`src/rtl/reg_pkg.sv`:
```
// reg_pkg: shared register-file widths and the writeback entry type.
package reg_pkg;
  localparam int REG_DATA_WIDTH_POW = 6;
  localparam int REG_MEM_DEPTH_POW = 5;
  localparam int REG_DATA_WIDTH = 1 << REG_DATA_WIDTH_POW;
  localparam int REG_MEM_DEPTH = 1 << REG_MEM_DEPTH_POW;
  typedef logic [REG_MEM_DEPTH_POW-1:0] reg_idx_t;
  typedef logic [REG_DATA_WIDTH-1:0] reg_data_t;
  typedef struct packed {
    reg_idx_t rd;
    reg_data_t data;
  } wb_entry_t;
endpackage

```
`src/rtl/wb_ld_fifo.sv`:
```
// wb_ld_fifo: synchronous FIFO of writeback entries with per-slot valid/rd taps.
module wb_ld_fifo
  import reg_pkg::*;
#(
  parameter int DEPTH_POW = 2
) (
  input  logic                                clk_in,
  input  logic                                rst_in,
  input  logic                                push_in,
  input  wb_entry_t                           push_entry_in,
  input  logic                                pop_in,
  output logic                                full_out,
  output logic                                empty_out,
  output wb_entry_t                           head_out,
  output logic [(1<<DEPTH_POW)-1:0]           valid_out,
  output reg_idx_t [(1<<DEPTH_POW)-1:0]       rds_out
);
  logic [DEPTH_POW-1:0] r_wr_ptr, r_rd_ptr;
  logic [DEPTH_POW:0] r_count;
  wb_entry_t r_mem [1<<DEPTH_POW];
  always_ff @(posedge clk_in) begin
    if (push_in) r_mem[r_wr_ptr] <= push_entry_in;
    if (rst_in) begin
      r_wr_ptr <= '0;
      r_rd_ptr <= '0;
      r_count <= '0;
    end else begin
      r_wr_ptr <= r_wr_ptr + DEPTH_POW'(push_in);
      r_rd_ptr <= r_rd_ptr + DEPTH_POW'(pop_in);
      r_count <= r_count + (DEPTH_POW+1)'(push_in) - (DEPTH_POW+1)'(pop_in);
    end
  end
  assign full_out = r_count[DEPTH_POW];
  assign empty_out = r_count == '0;
  assign head_out = r_mem[r_rd_ptr];
  // A slot is live when its distance from the read pointer is below the count.
  for (genvar i = 0; i < (1 << DEPTH_POW); i++) begin : g_slot
    logic [DEPTH_POW-1:0] w_off;
    assign w_off = DEPTH_POW'(i) - r_rd_ptr;
    assign valid_out[i] = {1'b0, w_off} < r_count;
    assign rds_out[i] = r_mem[i].rd;
  end
endmodule

```
`src/rtl/reg_writeback.sv`:
```
// reg_writeback: merges ALU and buffered load results into the single reg_file write port.
module reg_writeback
  import reg_pkg::*;
#(
  parameter int LD_FIFO_DEPTH_POW = 2,
  parameter int STARVE_LIMIT = 4
) (
  input  logic                      clk_in,
  input  logic                      rst_in,
  input  logic                      alu_valid_in,
  output logic                      alu_ready_out,
  input  logic [REG_MEM_DEPTH_POW-1:0] alu_rd_in,
  input  logic [REG_DATA_WIDTH-1:0] alu_data_in,
  input  logic                      ld_valid_in,
  output logic                      ld_ready_out,
  input  logic [REG_MEM_DEPTH_POW-1:0] ld_rd_in,
  input  logic [REG_DATA_WIDTH-1:0] ld_data_in,
  output logic [REG_MEM_DEPTH_POW-1:0] rd_out,
  output logic [REG_DATA_WIDTH-1:0] data_write_out,
  output logic                      write_en_out,
  output logic [REG_MEM_DEPTH-1:0]  busy_mask_out,
  output logic                      fwd_valid_out
);
  localparam int SW = $clog2(STARVE_LIMIT + 1);
  localparam int LD = 1 << LD_FIFO_DEPTH_POW;
  logic w_full, w_empty, w_ld_grant, w_push, w_src_vld;
  wb_entry_t w_head, w_src;
  logic [LD-1:0] w_valid;
  reg_idx_t [LD-1:0] w_rds;
  logic [SW-1:0] r_starve_cnt;
  logic r_we;
  reg_idx_t r_rd;
  reg_data_t r_data;
  wb_ld_fifo #(.DEPTH_POW(LD_FIFO_DEPTH_POW)) u_fifo (
    .clk_in(clk_in),
    .rst_in(rst_in),
    .push_in(w_push),
    .push_entry_in({ld_rd_in, ld_data_in}),
    .pop_in(w_ld_grant),
    .full_out(w_full),
    .empty_out(w_empty),
    .head_out(w_head),
    .valid_out(w_valid),
    .rds_out(w_rds)
  );
  assign w_ld_grant = !w_empty && (!alu_valid_in || r_starve_cnt == SW'(STARVE_LIMIT));
  assign alu_ready_out = !rst_in && !w_ld_grant;
  assign ld_ready_out = !rst_in && !w_full;
  assign w_push = ld_valid_in && ld_ready_out;
  assign w_src_vld = w_ld_grant || alu_valid_in;
  assign w_src = w_ld_grant ? w_head : {alu_rd_in, alu_data_in};
  // A non-empty FIFO that is not granted implies an ALU win, so the counter only
  // grows while below the limit; reaching the limit forces a grant and a clear.
  always_ff @(posedge clk_in) begin
    if (rst_in) begin
      r_we <= 1'b0;
      r_rd <= '0;
      r_data <= '0;
      r_starve_cnt <= '0;
    end else begin
      r_we <= w_src_vld && w_src.rd != '0;
      if (w_src_vld) begin
        r_rd <= w_src.rd;
        r_data <= w_src.data;
      end
      r_starve_cnt <= (w_empty || w_ld_grant) ? '0 : r_starve_cnt + 1'b1;
    end
  end
  always_comb begin
    busy_mask_out = '0;
    for (int i = 0; i < LD; i++) if (w_valid[i]) busy_mask_out[w_rds[i]] = 1'b1;
    busy_mask_out[0] = 1'b0;
  end
  assign rd_out = r_rd;
  assign data_write_out = r_data;
  assign write_en_out = r_we;
  assign fwd_valid_out = r_we;
endmodule

```
`config.mk`:
```
export PLATFORM = sky130hd
export DESIGN_NAME = reg_writeback
export DESIGN_NICKNAME = d
export VERILOG_FILES = /design/src/rtl/reg_pkg.sv /design/src/rtl/wb_ld_fifo.sv /design/src/rtl/reg_writeback.sv
export SDC_FILE = /design/constraint.sdc
export NUM_CORES = 1
export LEC_CHECK = 0
export BUFFER_PORTS_ARGS = -buffer_cell sky130_fd_sc_hd__buf_4
export CAP_MARGIN = 5
export CORE_ASPECT_RATIO = 1.4
export CORE_UTILIZATION = 60
export CTS_BUF_LIST = sky130_fd_sc_hd__clkbuf_4 sky130_fd_sc_hd__clkbuf_8
export DETAILED_ROUTE_END_ITERATION = 10
export PLACE_DENSITY = 0.84
export SYNTH_ARGS = -nofsm -noshare
export SYNTH_HDL_FRONTEND = slang
export SYNTH_HIERARCHICAL = 1
export SYNTH_SLANG_ARGS = --single-unit
```
`constraint.sdc`:
```
create_clock -name clk_in -period 19.7 [get_ports clk_in]
set_clock_uncertainty 0.15 [all_clocks]
set_input_delay 1.97 -clock clk_in [delete_from_list [all_inputs] [get_ports clk_in]]
set_output_delay 1.97 -clock clk_in [all_outputs]
set_load 0.05 [all_outputs]
```
==> Word-level counts from Yosys, hierarchy flattened <==
Memories as Yosys holds them, arrays and structs flattened. A register that Yosys moved wholly into a read port is not among the register bits.
Cells that the tools add are included.
{ "word_totals": {"ff_bits": 80, "ram_bits": 276, "input_bits": 142, "output_inout_bits": 105, "n_memories": 1} }
{ "op_classes": {"add_sub_neg": 9, "order_cmp": 12, "eq_ne": 1, "n_mux": 16, "bitwise": 3, "n_reduce_logical": 20} }
{ "memory_table": {"columns": ["name", "depth", "word_bits", "read_ports", "rd_clocked_by_memory_dff", "wr", "line_no", "text"], "rows": [
  ["u_fifo.r_mem", 4, 69, 5, 1, 1, "wb_ld_fifo.sv:20", "wb_entry_t r_mem [1<<DEPTH_POW];"]
]} }
{ "op_table": {"columns": ["op", "count"], "rows": [
  ["$mux 32", 4],
  ["$or 32x32->32", 3],
  ["$mux 69", 1],
  ["$lt 5x6->1 const B", 4],
  ["$demux 1 s5", 4],
  ["$ge 5x1->1 const B", 4],
  ["$lt 2x3->1", 4],
  ["$logic_and 1x1->1", 9],
  ["$mux 1", 6],
  ["$logic_not 1->1", 5],
  ["$reduce_bool 5->1", 1],
  ["$add 2x1->2", 2],
  ["$sub 1x2->2 const A", 2],
  ["$sub 2x2->2 const A", 2],
  ["$add 3x1->3", 1],
  ["$add 3x1->3 const B", 1],
  ["$eq 3x3->1 const B", 1],
  ["$logic_not 3->1", 1],
  ["$logic_or 1x1->1", 3],
  ["$sub 3x1->3", 1],
  ["$mux 2", 1],
  ["$reduce_or 2->1", 1]
]} }

==> Depth between registers and ports, before layout <==
Gate-level depths: netlist (run 1).
An unclocked memory read counts as a cell.
{ "logic_depth": {"ltp_word": 12, "depth_mapped": 11, "depth_no_buf": 11} }

==> By module <==
The synthesis (run 1) kept the hierarchy.
{ "by_module_without_submodules": {"columns": ["module", "n_inst", "cells_per_inst", "area_each_um2", "seq_area_each_um2"], "rows": [
  ["wb_ld_fifo", 1, 431, 10645.2, 8428.1],
  ["reg_writeback", 1, 395, 3861.2, 1461.4]
]} }

==> Worst setup path after synthesis (run 1) <==
OpenSTA, ideal clock, no wires.
{ "synth_timing": {"path_kind": "in2reg", "start": "in rst_in", "end": "mem u_fifo/r_mem[0][0] in the netlist's numbering, enable pin", "setup_ns": 0.595, "arrival_ns": 8.037, "required_time_ns": 18.955, "path_slack_ns": 10.918, "stages": 3, "path_buffers": 0, "path_cell_list": "nor2_1 > and2_1 > nor3b_1"} }
{ "synth_between": {"elab_chain_cells": 5} }
{ "synth_rtl": {"columns": ["item", "line_no", "text"], "rows": [
  ["start, declared", "reg_writeback.sv:9", "input logic rst_in,"],
  ["$logic_not 1->1", "reg_writeback.sv:48", "assign ld_ready_out = !rst_in && !w_full;"],
  ["$logic_and 1x1->1", "reg_writeback.sv:48", null],
  ["$logic_and 1x1->1", "reg_writeback.sv:49", "assign w_push = ld_valid_in && ld_ready_out;"],
  ["named net w_push", "reg_writeback.sv:26", "logic w_full, w_empty, w_ld_grant, w_push, w_src_vld;"],
  ["$mux 1", "wb_ld_fifo.sv:22", "if (push_in) r_mem[r_wr_ptr] <= push_entry_in;"],
  ["$mux 1 (implied by the code)", "wb_ld_fifo.sv:22", null],
  ["end, declared", "wb_ld_fifo.sv:20", null]
]} }
The timed path passes the listed nets, and every way through them passes these cells.

==> Worst setup path in the final report (run 1) <==
{ "layout_timing": {"start": "reg u_fifo.r_rd_ptr[0]", "end": "out busy_mask_out[8]"} }
{ "layout_between": {"elab_chain_cells": 9, "elab_cells_between_ends": 15} }
{ "layout_rtl": {"columns": ["item", "line_no", "text"], "rows": [
  ["start, declared", "wb_ld_fifo.sv:18", "logic [DEPTH_POW-1:0] r_wr_ptr, r_rd_ptr;"],
  ["start signal, assigned", "wb_ld_fifo.sv:29", "r_rd_ptr <= r_rd_ptr + DEPTH_POW'(pop_in);"],
  ["$sub 1x2->2 (*)", "wb_ld_fifo.sv:39", "assign w_off = DEPTH_POW'(i) - r_rd_ptr;"],
  ["$lt 2x3->1 (*)", "wb_ld_fifo.sv:40", "assign valid_out[i] = {1'b0, w_off} < r_count;"],
  ["named net w_valid[0]", "reg_writeback.sv:28", "logic [LD-1:0] w_valid;"],
  ["$mux 32 (*)", "reg_writeback.sv:71", "for (int i = 0; i < LD; i++) if (w_valid[i]) busy_mask_out[w_rds[i]] = 1'b1;"],
  ["$or 32x32->32 (no source line)", null, null],
  ["$mux 32 (*)", "reg_writeback.sv:71", null],
  ["$or 32x32->32 (no source line)", null, null],
  ["$mux 32 (*)", "reg_writeback.sv:71", null],
  ["$or 32x32->32 (no source line)", null, null],
  ["$mux 32 (*)", "reg_writeback.sv:71", null],
  ["end, declared", "reg_writeback.sv:21", "output logic [REG_MEM_DEPTH-1:0] busy_mask_out,"]
]} }
The timed path passes the listed nets; every way through them passes the cells marked *.

==> impl_metrics.ini, run 1 <==
[power_and_ir_drop]
peakVddDrop_uv = 74.97
seqPwrFrac_pct = 44.2
switching_power_mw = 0.6434
internal_power_mw = 1.434
p_per_area_nw_per_um2 = 119.2
comb_power_share_pct = 26.8
swShare_pct = 30.97
clockPowerShare_pct = 29.0
finalPower_mw = 2.077
leakagePower_nw = 6.288

[global_routing]
grt_pass1_wl_um = 52570
grt_pass1_vias = 9051
grt-ovfl-total = 0
globalRouteTotalUtil_pct = 28.78
grt_max_degree = 70
antenna_found_initial = 2

[clock_tree]
clkLatencyLatePin_ns = 0.59
cts_hold_buf = 0
htree_levels = 2
numCtsBuffers = 49
cts_buffer_depth = 3
cts_root_buffer = clkbuf_8
cts_sinks = 356
clk_pin_slew_ns = 0.06
cts_resized = 0
post-cts-setup-buffer-count = 0
tritoncts = built

[final_layout]
nNetsFinal = 1215
layout.cells.most_common = edfxtp_1
syn_to_final_growth_pct = 20.11
final-seq-area_um2 = 9897
multi_input_area_um2 = 4111
instances_no_fill = 1415
final_area_um2 = 17420
fillCellCount = 1505
final_cell_mix = edfxtp_1, buf_4, dfxtp_1
utilization_pct = 73.18
drive_gt1_share_pct = 38.35

[worst_hold_path]
hold_depth = 2
min_path_type = reg2reg

[timing]
hold_violations = 0
finalCritPeriodShare_pct = 31.97
hold_slack_ns = 0.3891
final.min_clock_period_ns = 6.298
tightestPinTransition_ns = 1.247
clock.fmax_ghz = 0.1588
fin_tns_setup_ns = 0
setup_viol = 0
setup_ws_ns = 13.40
slew_viol_final = 0
slew_headroom_pct = 16.80
rsz0062_at_grt = false

[synthesis]
yosys_warnings = 6
synth.avg_cell_area_um2 = 17.56
synth_cells = 826
syn_area_um2 = 14510
synth_top_area_cell = edfxtp_1
synth_seq_cells = 356
synth_edf_count = 276
yosys.area.top_type_share_pct = 57.13
yosys.area_share.simple_pct = 7.124
syn_nets = 979
synth_compound_area_share_pct = 8.780
ys_types = 47
synth_fa_ha_area_share_pct = 1.001
synthArstFlopShare_pct = 0
ys_seq_area_share_pct = 68.17
synth_ff_type = edfxtp_1
synth_top_family_by_area = multiplexers
synth_area_leaders = edfxtp_1, dfxtp_1, mux4_2, a221o_1, and2_1
muxShareOfSynthArea_pct = 10.83
synth-xor-area-share_pct = 0.3019

[die]
die_y_um = 186.0
num_io_pins = 247
rows = 67
start_util_pct = 60.93
design.die.area_um2 = 24810
die_x_um = 133.4
coreArea_um2 = 23810

[routing]
firstDrtPassIters = 5
viasPerCell = 6.209
wl_per_cell_um = 24.76
drc_errors = 0
dr.first_iter.drc_count = 482
routed_wl_um = 35030
via_count = 8786
ant_nets = 0

[run_status]
status = completed

[critical_path]
cp_data_arrival_time_ns = 4.18
start_kind = flip-flop
cp_data_required_time_ns = 17.58
critPathCaptureType = output port
path_class = reg2out
reg2reg_depth = 5
worstPathMaxFanout = 41
regToRegSetupSlack_ns = 15.86

[placed_design]
postPlaceCellArea_um2 = 16340
dp_slack_ns = 14.01
dp_cells = 1321
io_buffer_count = 245
gp_congestion = 1.014
dp_hpwl_um = 22500

[flow_run]
drv_cap = 0
-- area by class of cell --
class	count	share of cell area, %
timing repair buffer	254	10.94
sequential	356	56.80
clock inverter	16	0.8618
inverter	10	0.2154
multi-input combinational	391	23.60
clock buffer	76	5.321
antenna	2	0.02873
tap	310	2.226
-- routing by layer --
metal / global-route usage [%] / up-vias / routed length, um
li1: - / 3870 / -
met1: 33.51 / 4426 / 12590
met2: 50.94 / 408 / 18880
met3: 5.556 / 82 / 2304
met4: 14.41 / 0 / 1252
met5: 0 / - / 0
-- power by group through the flow --
stage / Combinational (mW) / Sequential, mW / Clock [mW]
final: 0.558 / 0.918 / 0.602
after global routing: 0.586 / 0.927 / 0.643
after CTS: 0.558 / 0.920 / 0.615
after detailed placement: 0.556 / 0.934 / 0
after global placement: 0.549 / 0.932 / 0
after floorplan: 0.329 / 1.01 / 0
-- Yosys cell counts (all sizes together) (3+ instances only) --
cell type and count:
a21oi 6, a221o 70, a22oi 23, a32oi 8, and2 71, and3 3
and4b 6, buf 57, clkbuf 12, dfxtp 80, edfxtp 276, ha 10
inv 10, mux4 69, nand2 9, nand2b 8, nand3 6, nor2 15
nor2b 14, nor3 3, nor4bb 6, o221ai 31, or2 6, xnor2 5
-- sequential cells by signal (all words and copies together), names as in the netlist --
register	cells
u_fifo/r_wr_ptr	2
u_fifo/r_mem	276
r_starve_cnt	3
u_fifo/r_count	3
fwd_valid_out	1
rd_out	5
data_write_out	64
u_fifo/r_rd_ptr	2
-- cell families after synthesis --
logic type / after synthesis
xor gates and xnor gates: 5
other: 1
AOI/OAI and AO/OA: 141
muxes: 70
buffers and inverters: 79
and+or+nand+nor: 163
DFF: 356
adders and majority gates: 11
-- final timing paths --
| check | from | to |
|---|---|---|
| setup / recovery | u_fifo/r_rd_ptr[0]$_SDFF_PP0_ | busy_mask_out[8] |
| hold / removal | r_starve_cnt[0]$_SDFF_PP0_ | r_starve_cnt[0]$_SDFF_PP0_ |
| hold reg to reg | r_starve_cnt[0]$_SDFF_PP0_ | r_starve_cnt[0]$_SDFF_PP0_ |
| setup reg to reg | u_fifo/r_rd_ptr[0]$_SDFF_PP0_ | fwd_valid_out$_SDFF_PP0_ |
-- critical path: stages, from the launching register on --
cell,delay (ns)
dfxtp_4,0.78
buf_4,0.75
xnor2_1,0.22
inv_1,0.07
ha_1,0.27
a21oi_1,0.12
or2_2,0.20
nor4bb_1,0.53
a22oi_1,0.21
o221ai_1,0.13
buf_4,0.24
(Power assumes the default switching activity.)
==> inputs of run 2 (changes only) <==
- CORE_UTILIZATION: 60 -> 58
- PLACE_DENSITY: 0.84 -> 0.82
- clock period: 19.7 -> 6.42 ns (I/O delays scaled with it)
==> run 2 against run 1 <==
  * Count of clock-buffer cells in the layout rose by 2
  * Sequential share of layout area barely moved
  * Critical path depth fell by 2
  * Critical path type unchanged
  * Critical endpoint is now busy_mask_out[17]
==> impl_metrics.ini, run 2 (same netlist as run 1, synthesis figures left out) <==
[critical_path]
start_kind = flip-flop
cp_data_required_time_ns = 5.63
worstPathMaxFanout = 73
path_class = reg2out
critPathCaptureType = output port
r2r-end = data_write_out[27]$_SDFFE_PP0P_
reg2reg_depth = 5
regToRegSetupSlack_ns = 3.19
r2r_start = u_fifo/r_count[2]$_SDFF_PP0_
cp_data_arrival_time_ns = 3.69

[routing]
viasPerCell = 6.205
wl_per_cell_um = 24.30
via_count = 8818
routed_wl_um = 34530
ant_nets = 0
firstDrtPassIters = 5
dr.first_iter.drc_count = 558
drc_errors = 0

[timing]
clock.fmax_ghz = 0.2229
final.min_clock_period_ns = 4.486
finalCritPeriodShare_pct = 69.87
tightestPinTransition_ns = 1.154
hold_slack_ns = 0.1165
rsz0062_at_grt = false
fin_tns_setup_ns = 0
slew_viol_final = 0
setup_viol = 0
slew_headroom_pct = 23.07
hold_violations = 0

[global_routing]
grt_pass1_wl_um = 52420
antenna_found_initial = 2
grt_max_degree = 74
grt_pass1_vias = 9177
grt-ovfl-total = 0
globalRouteTotalUtil_pct = 27.73

[clock_tree]
numCtsBuffers = 50
cts_root_buffer = clkbuf_8
cts_buffer_depth = 3
htree_levels = 2
post-cts-setup-buffer-count = 0
cts_sinks = 356
tritoncts = built
cts_resized = 0
cts_hold_buf = 0
clk_pin_slew_ns = 0.06
clkLatencyLatePin_ns = 0.57

[die]
num_io_pins = 247
coreArea_um2 = 24590
rows = 68
design.die.area_um2 = 25660
die_y_um = 189.1
die_x_um = 135.7
start_util_pct = 59.00

[run_status]
status = completed

[power_and_ir_drop]
peakVddDrop_uv = 309.8
p_per_area_nw_per_um2 = 363.4
leakagePower_nw = 6.279

[placed_design]
gp_congestion = 0.9967
dp_hpwl_um = 22480
io_buffer_count = 245

[final_layout]
syn_to_final_growth_pct = 20.10
fillCellCount = 1550
final_cell_mix = edfxtp_1, buf_4, dfxtp_1
largest-register = u_fifo/r_mem
drive_gt1_share_pct = 38.22
nNetsFinal = 1215
multi_input_area_um2 = 4118
final-seq-area_um2 = 9897
layout.cells.most_common = edfxtp_1
largest_register_ffs = 276

[worst_hold_path]
min_to = u_fifo/r_mem[0][46]$_DFFE_PP_
hold_depth = 1
hold_start = ld_data_in[46]
min_path_type = in2reg

[flow_run]
drv_cap = 0
[run 2: changes by cell type in the layout (fill, tap and decap cells not counted)]
cell       delta
clkinv_1      +2
nor3b_2       -1
nor3b_4       +1
clkbuf_8      +5
clkbuf_4      -3
bufinv_16     -2
buf_4         -1
[run 2: layout make-up]
type / count / area share [%]
sequential: 356 / 56.81
multi-input combinational: 391 / 23.64
timing repair buffer: 253 / 10.90
clock buffer: 78 / 5.587
tap: 315 / 2.262
clock inverter: 16 / 0.5602
inverter: 10 / 0.2155
antenna: 2 / 0.02873
[run 2: power breakdown]
group / total (mW) / leakage, nW / internal, mW / switching [mW]
sequential: 2.83 / 3.16 / 2.67 / 0.169
combinational: 1.69 / 2.54 / 0.694 / 0.991
clock: 1.81 / 0.570 / 1.01 / 0.805
[run 2: worst max-delay path by stage]
stage | endpoint | from | cells after the start
6_report | busy_mask_out[17] | u_fifo/r_rd_ptr[1]$_SDFF_PP0_ | 8
5_1_grt | busy_mask_out[18] | u_fifo/r_rd_ptr[1]$_SDFF_PP0_ | 8
4_1_cts | busy_mask_out[17] | u_fifo/r_rd_ptr[1]$_SDFF_PP0_ | 8
3_5_place_dp | busy_mask_out[17] | u_fifo/r_rd_ptr[1]$_SDFF_PP0_ | 8
3_3_place_gp | busy_mask_out[17] | u_fifo/r_rd_ptr[1]$_SDFF_PP0_ | 8
2_1_floorplan | u_fifo/r_mem[2][0]$_DFFE_PP_ | rst_in | 4
[run 2: critical path, stage by stage (launching register included)]
cell	delay [ns]
dfxtp_4	1.00
inv_1	0.11
ha_1	0.34
a21oi_1	0.05
o21bai_1	0.41
nor4bb_1	0.65
a22oi_1	0.19
o221ai_1	0.11
buf_4	0.23
[run 2: per-layer routing]
metal | vias to the layer above | GRT usage [%] | part of all wire [%]
met3 | 95 | 6.292 | 7.0
met4 | 0 | 14.30 | 4.6
met5 | - | 0 | 0
li1 | 3878 | - | -
met2 | 394 | 47.49 | 52
met1 | 4451 | 32.39 | 36
[run 2: metrics by stage]
stage | worst slack, ns | instances | total power, mW | instance area, um2 | utilization, %
after floorplan | 1.192 | 826 | 4.111 | 14510 | -
after detailed placement | 2.523 | 1325 | 4.569 | 16350 | 66.48
after global routing | 1.587 | 1421 | 6.589 | 17420 | 70.85
final | 1.934 | 1421 | 6.331 | 17420 | 70.85
after CTS | 1.889 | 1419 | 6.375 | 17420 | 70.83
after global placement | 2.522 | 1325 | 4.529 | 16350 | 66.48
